===== src/rtl/tetris_button_ctrl.sv =====
// tetris_button_ctrl: sync, debounce and one-shot/auto-repeat press events
// for the game buttons, held in sticky flags until the consumer acks them.
module tetris_button_ctrl #(
  parameter int unsigned DEBOUNCE_CYCLES = 500000,
  parameter int unsigned REPEAT_DELAY    = 20000000,
  parameter int unsigned REPEAT_PERIOD   = 5000000,
  parameter int unsigned CNT_W           = 25
) (
  input  logic       CLK,
  input  logic       rst_n,
  input  logic [4:0] btn_raw,
  output logic [4:0] btn_lvl,
  output logic [4:0] evt,
  input  logic [4:0] evt_ack
);

  typedef enum logic [1:0] {
    IDLE,
    DELAY,
    REPEAT
  } rpt_e;

  localparam logic [CNT_W-1:0] DEB_END = CNT_W'(DEBOUNCE_CYCLES - 1);
  localparam logic [CNT_W-1:0] DLY_END = CNT_W'(REPEAT_DELAY - 1);
  localparam logic [CNT_W-1:0] PER_END = CNT_W'(REPEAT_PERIOD - 1);

  logic [4:0]       s1_q;
  logic [4:0]       sync_q;
  logic [4:0]       lvl_q;
  logic [4:0]       lvl_d;
  logic [4:0]       lvl_dly_q;
  logic [4:0]       evt_q;
  logic [4:0]       evt_d;
  logic [CNT_W-1:0] db_cnt_q [5];
  logic [CNT_W-1:0] db_cnt_d [5];
  rpt_e             st_q [3];
  rpt_e             st_d [3];
  logic [CNT_W-1:0] rp_cnt_q [3];
  logic [CNT_W-1:0] rp_cnt_d [3];
  logic [2:0]       mv_lvl;
  logic [2:0]       mv_rise;
  logic [2:0]       mv_pulse;
  logic [4:0]       rise;
  logic [4:0]       press;
  logic             both_lr;

  always_ff @(posedge CLK or negedge rst_n) begin
    if (!rst_n) begin
      s1_q      <= '0;
      sync_q    <= '0;
      lvl_q     <= '0;
      lvl_dly_q <= '0;
      evt_q     <= '0;
      for (int i = 0; i < 5; i++) db_cnt_q[i] <= '0;
      for (int j = 0; j < 3; j++) begin
        st_q[j]     <= IDLE;
        rp_cnt_q[j] <= '0;
      end
    end else begin
      s1_q      <= btn_raw;
      sync_q    <= s1_q;
      lvl_q     <= lvl_d;
      lvl_dly_q <= lvl_q;
      evt_q     <= evt_d;
      for (int i = 0; i < 5; i++) db_cnt_q[i] <= db_cnt_d[i];
      for (int j = 0; j < 3; j++) begin
        st_q[j]     <= st_d[j];
        rp_cnt_q[j] <= rp_cnt_d[j];
      end
    end
  end

  always_comb begin
    lvl_d = lvl_q;
    for (int i = 0; i < 5; i++) begin
      db_cnt_d[i] = '0;
      if (sync_q[i] != lvl_q[i]) begin
        if (db_cnt_q[i] == DEB_END) lvl_d[i] = sync_q[i];
        else db_cnt_d[i] = db_cnt_q[i] + 1'b1;
      end
    end
  end

  assign rise    = lvl_q & ~lvl_dly_q;
  assign mv_lvl  = {lvl_q[3], lvl_q[1], lvl_q[0]};
  assign mv_rise = {rise[3], rise[1], rise[0]};

  // Movement keys: index 0 = left, 1 = right, 2 = down
  always_comb begin
    for (int j = 0; j < 3; j++) begin
      st_d[j]     = st_q[j];
      rp_cnt_d[j] = rp_cnt_q[j];
      mv_pulse[j] = 1'b0;
      case (st_q[j])
        IDLE: begin
          if (mv_rise[j]) begin
            mv_pulse[j] = 1'b1;
            rp_cnt_d[j] = '0;
            st_d[j]     = DELAY;
          end
        end
        DELAY: begin
          if (!mv_lvl[j]) begin
            st_d[j] = IDLE;
          end else if (rp_cnt_q[j] == DLY_END) begin
            mv_pulse[j] = 1'b1;
            rp_cnt_d[j] = '0;
            st_d[j]     = REPEAT;
          end else begin
            rp_cnt_d[j] = rp_cnt_q[j] + 1'b1;
          end
        end
        REPEAT: begin
          if (!mv_lvl[j]) begin
            st_d[j] = IDLE;
          end else if (rp_cnt_q[j] == PER_END) begin
            mv_pulse[j] = 1'b1;
            rp_cnt_d[j] = '0;
          end else begin
            rp_cnt_d[j] = rp_cnt_q[j] + 1'b1;
          end
        end
        default: st_d[j] = IDLE;
      endcase
    end
  end

  // Left+right held together cancel each other; FSMs keep their timing
  assign both_lr = lvl_q[0] & lvl_q[1];
  assign press   = {rise[4], mv_pulse[2], rise[2],
                    mv_pulse[1] & ~both_lr,
                    mv_pulse[0] & ~both_lr};

  assign evt_d   = press | (evt_q & ~evt_ack);
  assign btn_lvl = lvl_q;
  assign evt     = evt_q;

endmodule


===== config.mk =====
export PLATFORM = sky130hd
export DESIGN_NAME = tetris_button_ctrl
export DESIGN_NICKNAME = d
export VERILOG_FILES = /design/src/rtl/tetris_button_ctrl.sv
export SDC_FILE = /design/constraint.sdc
export NUM_CORES = 1
export LEC_CHECK = 0
export CORE_MARGIN = 4
export CORE_UTILIZATION = 55
export DETAILED_ROUTE_END_ITERATION = 8
export PLACE_DENSITY = 0.72
export SYNTH_ARGS = -nofsm -noshare
export SYNTH_HDL_FRONTEND = slang
export SYNTH_SLANG_ARGS = --single-unit

===== constraint.sdc =====
create_clock -name CLK -period 3.7 [get_ports CLK]
set_clock_uncertainty 0.2 [all_clocks]
set_input_delay 0.74 -clock CLK [delete_from_list [all_inputs] [get_ports CLK]]
set_output_delay 0.74 -clock CLK [all_outputs]
set_load 0.03 [all_outputs]

==> impl_metrics.json, run 1 <==
{
  "irDropWorstVdd_mv": 0.334,
  "yosysTopAreaCell": "dfrtp_1",
  "met1Wirelength_um": 11600,
  "status": "finished, final reports clean",
  "drive_gt1_share_pct": 5.66,
  "cts_buffer_depth": 3,
  "yosys.area_share.xor_xnor_pct": 11.5,
  "final_hold_viol_count": 0,
  "grt-ovfl-total": 0,
  "synthTopCellsByArea": "dfrtp_1 (48%), xnor2_1 (7.6%), nor2_1 (6.4%)",
  "finalInstanceArea_um2": 13400,
  "first_global_vias": 8899,
  "drv_slew": 0,
  "final_common_cell": "dfrtp_1",
  "cap_violations": 0,
  "synth-seq-cells": 231,
  "grt_usage_pct": 20.1,
  "synth_simple_gate_area_share_pct": 28.4,
  "required_ps": 3860,
  "final.setup.tns_ps": 0,
  "ioPinCount": 22,
  "dp_hpwl_um": 15800,
  "cts_setup_buffers": 0,
  "syn_area_um2": 12000,
  "post_drt_via_cell_ratio": 5.74,
  "p_per_area_nw_per_um2": 387,
  "die-area_um2": 24300,
  "cts.sinks": 231,
  "met2_length_um": 11300,
  "drt-initial-drc-count": 544,
  "synth_fp_nets": 1326,
  "crit_buf_inv": 0,
  "cp_slowest_cell": "or4_1",
  "synth_top_family_by_area": "simple AND/OR/NAND/NOR gates",
  "ant_nets": 0,
  "top_layer_used": "met4",
  "fp.dieH_um": 156,
  "row_count": 53,
  "crit_path_max_incr_delay_ps": 570,
  "dpl-instance-area_um2": 12500,
  "worst_ep_arrival_time_ps": 3150,
  "fp.coreArea_um2": 21300,
  "wl_per_cell_um": 15.1,
  "antenna_found_initial": 0,
  "final_cell_mix": "dfrtp_1 (231), nor2_1 (205), nand2_1 (120)",
  "die_w_um": 156,
  "endpoint_kind": "register",
  "port_buffers": 21,
  "worstPathMaxFanout": 17,
  "setup_violations": 0,
  "tritoncts": "built",
  "gp_congestion": 0.848,
  "ys_seq_area_share_pct": 48.0,
  "drc": 0,
  "hold_path_class": "input port to asynchronous set/reset pin",
  "ctsHoldBuffers": 0,
  "crit_chain": "or4_1 > or4_4 > o311a_4 > nor3_4 > nor2_1",
  "critPathTopFamily": "simple AND/OR/NAND/NOR gates",
  "drt-total-wl_um": 24200,
  "clk_latency_ps": 520,
  "relSlewSlack_pct": 49.8,
  "crit_type": "register to register",
  "ys_warn_count": 0,
  "cts_resized": 0,
  "synthArstFlopShare_pct": 100,
  "synthMuxAreaShare_pct": 0.613,
  "nets": 1341,
  "diodes": 0,
  "h-tree-depth": 1,
  "dr_total_vias": 9176,
  "cts_buffers": 26,
  "p_leak_nw": 5.38,
  "clockRootBuffer": "clkbuf_16",
  "ys.flop_type": "dfrtp_1",
  "synth_compound_area_share_pct": 6.36,
  "synth_edf_count": 0,
  "syn_area_per_cell_um2": 9.31,
  "clk_pin_slew_worst_paths_ps": 60,
  "yosysTopAreaCellShare_pct": 48.0,
  "fin_crit_ps": 3000,
  "synthAdderAreaFrac_pct": 2.08,
  "initial_core_util_pct": 56.6,
  "synth_cell_type_count": 54,
  "worstSetupStartpointType": "register",
  "grt_max_degree": 87,
  "syn2layout_area_growth_pct": 11.1,
  "fin_crit_sh_pct": 81.0,
  "final_util_pct": 62.9,
  "rsz0062_at_grt": "no",
  "fmax_ghz": 0.334,
  "worstMarginPinSlew_ps": 751,
  "netlist_instances": 1294,
  "dr.pass1.iters": 4,
  "route.met3.wl_um": 804,
  "grt_pass1_wl_um": 42200
}
[state kept, by name, summed over array words and instances, names as in the netlist]
name / flops
evt: 5
btn_lvl: 5
sync_q: 5
lvl_dly_q: 5
db_cnt_q: 125
st_q: 6
rp_cnt_q: 75
s1_q: 5
[area by class of cell]
class | instances | area (um2)
timing repair buffer | 35 | 333
tap | 275 | 344
multi-input combinational | 967 | 5900
clock buffer | 38 | 787
clock inverter | 5 | 50.0
fill | 1766 | 7910
inverter | 48 | 180
sequential | 231 | 5780
[synth_stat cells (all sizes together) (7+ instances only)]
cell type / count
nor2b: 8
nor4: 54
clkbuf: 47
a21oi: 19
nor3: 44
ha: 20
and2: 7
nor4b: 10
or2: 7
nor2: 205
and4: 27
or3: 13
xor2: 53
or4: 9
nand2: 120
o211ai: 36
nand4: 49
inv: 48
o21ai: 26
nand2b: 9
nand3: 66
and3: 21
xnor2: 105
dfrtp: 231
[per-stage QoR]
| step | setup slack [ps] | instances | hold WS [ps] | power (mW) |
|---|---|---|---|---|
| after floorplan | 1060 | 1294 | 131 | 2.65 |
| after global placement | 782 | 1556 | 134 | 2.73 |
| after detailed placement | 732 | 1556 | 137 | 2.73 |
| after CTS | 678 | 1599 | 37.3 | 5.24 |
| after global routing | 529 | 1599 | 47.6 | 5.37 |
| final | 704 | 1599 | 12.0 | 5.18 |
[routing by layer]
metal | GRT usage [%] | up-vias
li1 | - | 4573
met1 | 29.4 | 4418
met2 | 31.9 | 144
met3 | 2.77 | 41
met4 | 5.25 | 0
met5 | 0 | -
[power by group]
group	internal [mW]	switching, mW
clock network	1.52	0.973
logic	0.0318	0.0832
registers	2.55	0.0173
total	4.10	1.07
[kinds of logic after synthesis]
logic type                 Yosys count
AOI/OAI and AO/OA                  112
xor gates and xnor gates           158
adders and majority gates           20
buffers and inverters               96
DFF                                231
muxes                                7
and+or+nand+nor                    670
[worst register-to-register path, delay by kind of cell, from the launching register on]
kind / cells / cell delay (ps)
simple gates: 4 / 1860
flops: 1 / 400
compound gates: 1 / 380
[path summary, 6_finish.rpt]
check / from / end / slack (ps) / cells past startpoint
setup / recovery: rp_cnt_q[62] / rp_cnt_q[65] / 700 / 5
hold / removal: rst_n / rp_cnt_q[44] / 10 / 1
setup reg to reg: rp_cnt_q[62] / rp_cnt_q[65] / 700 / 5
hold reg to reg: s1_q[3] / sync_q[3] / 150 / 0
max in group asynchronous: rst_n / db_cnt_q[106] / 2320 / 2
min in group CLK: s1_q[3] / sync_q[3] / 150 / 0
Note: power is estimated with default switching activity, not from simulation.
==> run 2, diff against run 1 <==
clock period = 2.8 ns   (was 3.7 ns; I/O delays follow)
==> run 2 against run 1 <==
Clock-buffer cell count down 6. Sequential share of layout area fell by 0.42 points. Largest power group unchanged. Largest cell class unchanged. Critical path depth up 1. Flip-flop and latch count unchanged.
==> impl_metrics.json, run 2 (synthesis gave the netlist of run 1 again) <==
{
  "status": "finished, final reports clean",
  "dr_total_vias": 9323,
  "p_leak_nw": 5.42,
  "endpoint_kind": "register",
  "rrSetupSlack_ps": 80,
  "irDropWorstVdd_mv": 0.432,
  "final_cell_mix": "dfrtp_1 (231), nor2_1 (204), nand2_1 (120)",
  "crit_chain": "or4_1 > or4_4 > o311a_4 > nor3_4 > buf_6 > a21oi_1",
  "final_hold_viol_count": 0,
  "clk_pin_slew_worst_paths_ps": 60,
  "die-area_um2": 24300,
  "fp.coreArea_um2": 21300,
  "grt_max_degree": 78,
  "required_ps": 3000,
  "setup_violations": 0,
  "cts.sinks": 231,
  "cts_buffer_depth": 3,
  "dp_slack_ps": -6.24,
  "worstMarginPinSlew_ps": 640,
  "drv_slew": 0,
  "drt-initial-drc-count": 501,
  "dr.pass1.iters": 5,
  "r2r_start": "rp_cnt_q[62]",
  "die_w_um": 156,
  "crit_start": "rp_cnt_q[62]",
  "critPathTopFamily": "simple AND/OR/NAND/NOR gates",
  "hold_path_class": "register to register",
  "fin_crit_sh_pct": 97.2,
  "post_drt_via_cell_ratio": 5.77,
  "largest_reg_flops": 125,
  "drc": 0,
  "first_global_vias": 8942,
  "nFillCells": 1744,
  "tritoncts": "built",
  "dpl-instance-area_um2": 12700,
  "wl_per_cell_um": 15.0,
  "row_count": 53,
  "crit_buf_inv": 1,
  "multi_input_area_um2": 5920,
  "fmax_ghz": 0.368,
  "ioPinCount": 22,
  "antenna_found_initial": 0,
  "finalInstanceArea_um2": 13500,
  "use_met1_pct": 29.2,
  "grtUsageMet2_pct": 32.7,
  "drive_gt1_share_pct": 6.87,
  "cts_setup_buffers": 0,
  "rsz0062_at_grt": "no",
  "crit_path_max_incr_delay_ps": 580,
  "cp_slowest_cell": "or4_1",
  "seqCellArea_um2": 5780,
  "regMostFlops": "db_cnt_q",
  "regToRegEndpoint": "rp_cnt_q[70]",
  "drt-total-wl_um": 24200,
  "initial_core_util_pct": 56.6,
  "ant_nets": 0,
  "final.setup.tns_ps": 0,
  "met3_usage_pct": 2.61,
  "cts_buffers": 25,
  "gp_congestion": 0.890,
  "grt_usage_pct": 20.3,
  "grt_pass1_wl_um": 42400,
  "worstPathMaxFanout": 11,
  "fp.dieH_um": 156,
  "syn2layout_area_growth_pct": 12.2,
  "fin_crit_ps": 2720,
  "setup_slack_ps": 79.4,
  "grt-busiest-layer": "met2",
  "crit_cells": 6,
  "power_mw": 6.80,
  "p_per_area_nw_per_um2": 504,
  "diodes": 0,
  "clk_latency_ps": 520,
  "grt-ovfl-total": 0,
  "final_common_cell": "dfrtp_1",
  "cap_violations": 0,
  "worst_ep_arrival_time_ps": 2920,
  "clockRootBuffer": "clkbuf_16",
  "relSlewSlack_pct": 57.0,
  "dp_hpwl_um": 16300,
  "port_buffers": 21,
  "setup.worst_path.end": "rp_cnt_q[70]",
  "h-tree-depth": 1,
  "nets": 1353,
  "worstSetupStartpointType": "register",
  "reg2regPathDepth": 6,
  "crit_type": "register to register",
  "largestRegisters": "db_cnt_q: 125 flops, rp_cnt_q: 75 flops, st_q: 6 flops"
}
run 2: cell types whose count changed in the layout (fill, tap and decap cells not counted), moves of 2 or more:
cell,change
buf_4,+9
clkbuf_8,-4
clkinvlp_4,+8
clkbuf_16,-2
buf_12,+2
run 2: metal layers:
layer	wire length, um	vias to the layer above
li1	-	4608
met3	699	43
met5	0	-
met1	11800	4553
met2	11200	119
met4	546	0
run 2: final cells by class:
class,instances,share of cell area (%)
clock buffer,32,5.05
clock inverter,14,1.06
inverter,48,1.33
multi-input combinational,967,43.8
sequential,231,42.8
tap,275,2.55
timing repair buffer,48,3.42
run 2: per-stage QoR:
| step | hold slack, ps | instances | util, % |
|---|---|---|---|
| 3_5_place_dp | 135 | 1568 | 59.5 |
| 5_1_grt | 166 | 1615 | 63.5 |
| 2_1_floorplan | 64.4 | 1294 | - |
| 6_report | 147 | 1615 | 63.5 |
| 4_1_cts | 149 | 1615 | 63.4 |
| 3_3_place_gp | 134 | 1568 | 59.5 |
run 2: worst min-delay path by stage:
| stage | from | to | slack [ps] | cells after the start |
|---|---|---|---|---|
| after global routing | s1_q[2] | sync_q[2] | 170 | 0 |
| after detailed placement | s1_q[3] | sync_q[3] | 130 | 0 |
| after floorplan | rst_n | btn_lvl[0] | 60 | 0 |
| after global placement | s1_q[2] | sync_q[2] | 130 | 0 |
| final | s1_q[3] | sync_q[3] | 150 | 0 |
| after CTS | s1_q[3] | sync_q[3] | 150 | 0 |
run 2: timing repair:
action                                  CTS  global route
endpoints found under the hold margin    58             0
hold buffers                              1             0
endpoints found under the setup margin    0            25
gates resized for setup                   0             5
run 2: where the power goes:
group | switching (mW) | internal, mW
Combinational | 0.110 | 0.0476
Clock | 1.34 | 1.92
Sequential | 0.0226 | 3.36
Total | 1.48 | 5.33
==> run 3, diff against run 2 <==
CAP_MARGIN = 20   (was not set)
==> results of run 3 <==
Same layout as run 2: the final DEF is identical, and so are final timing and power.
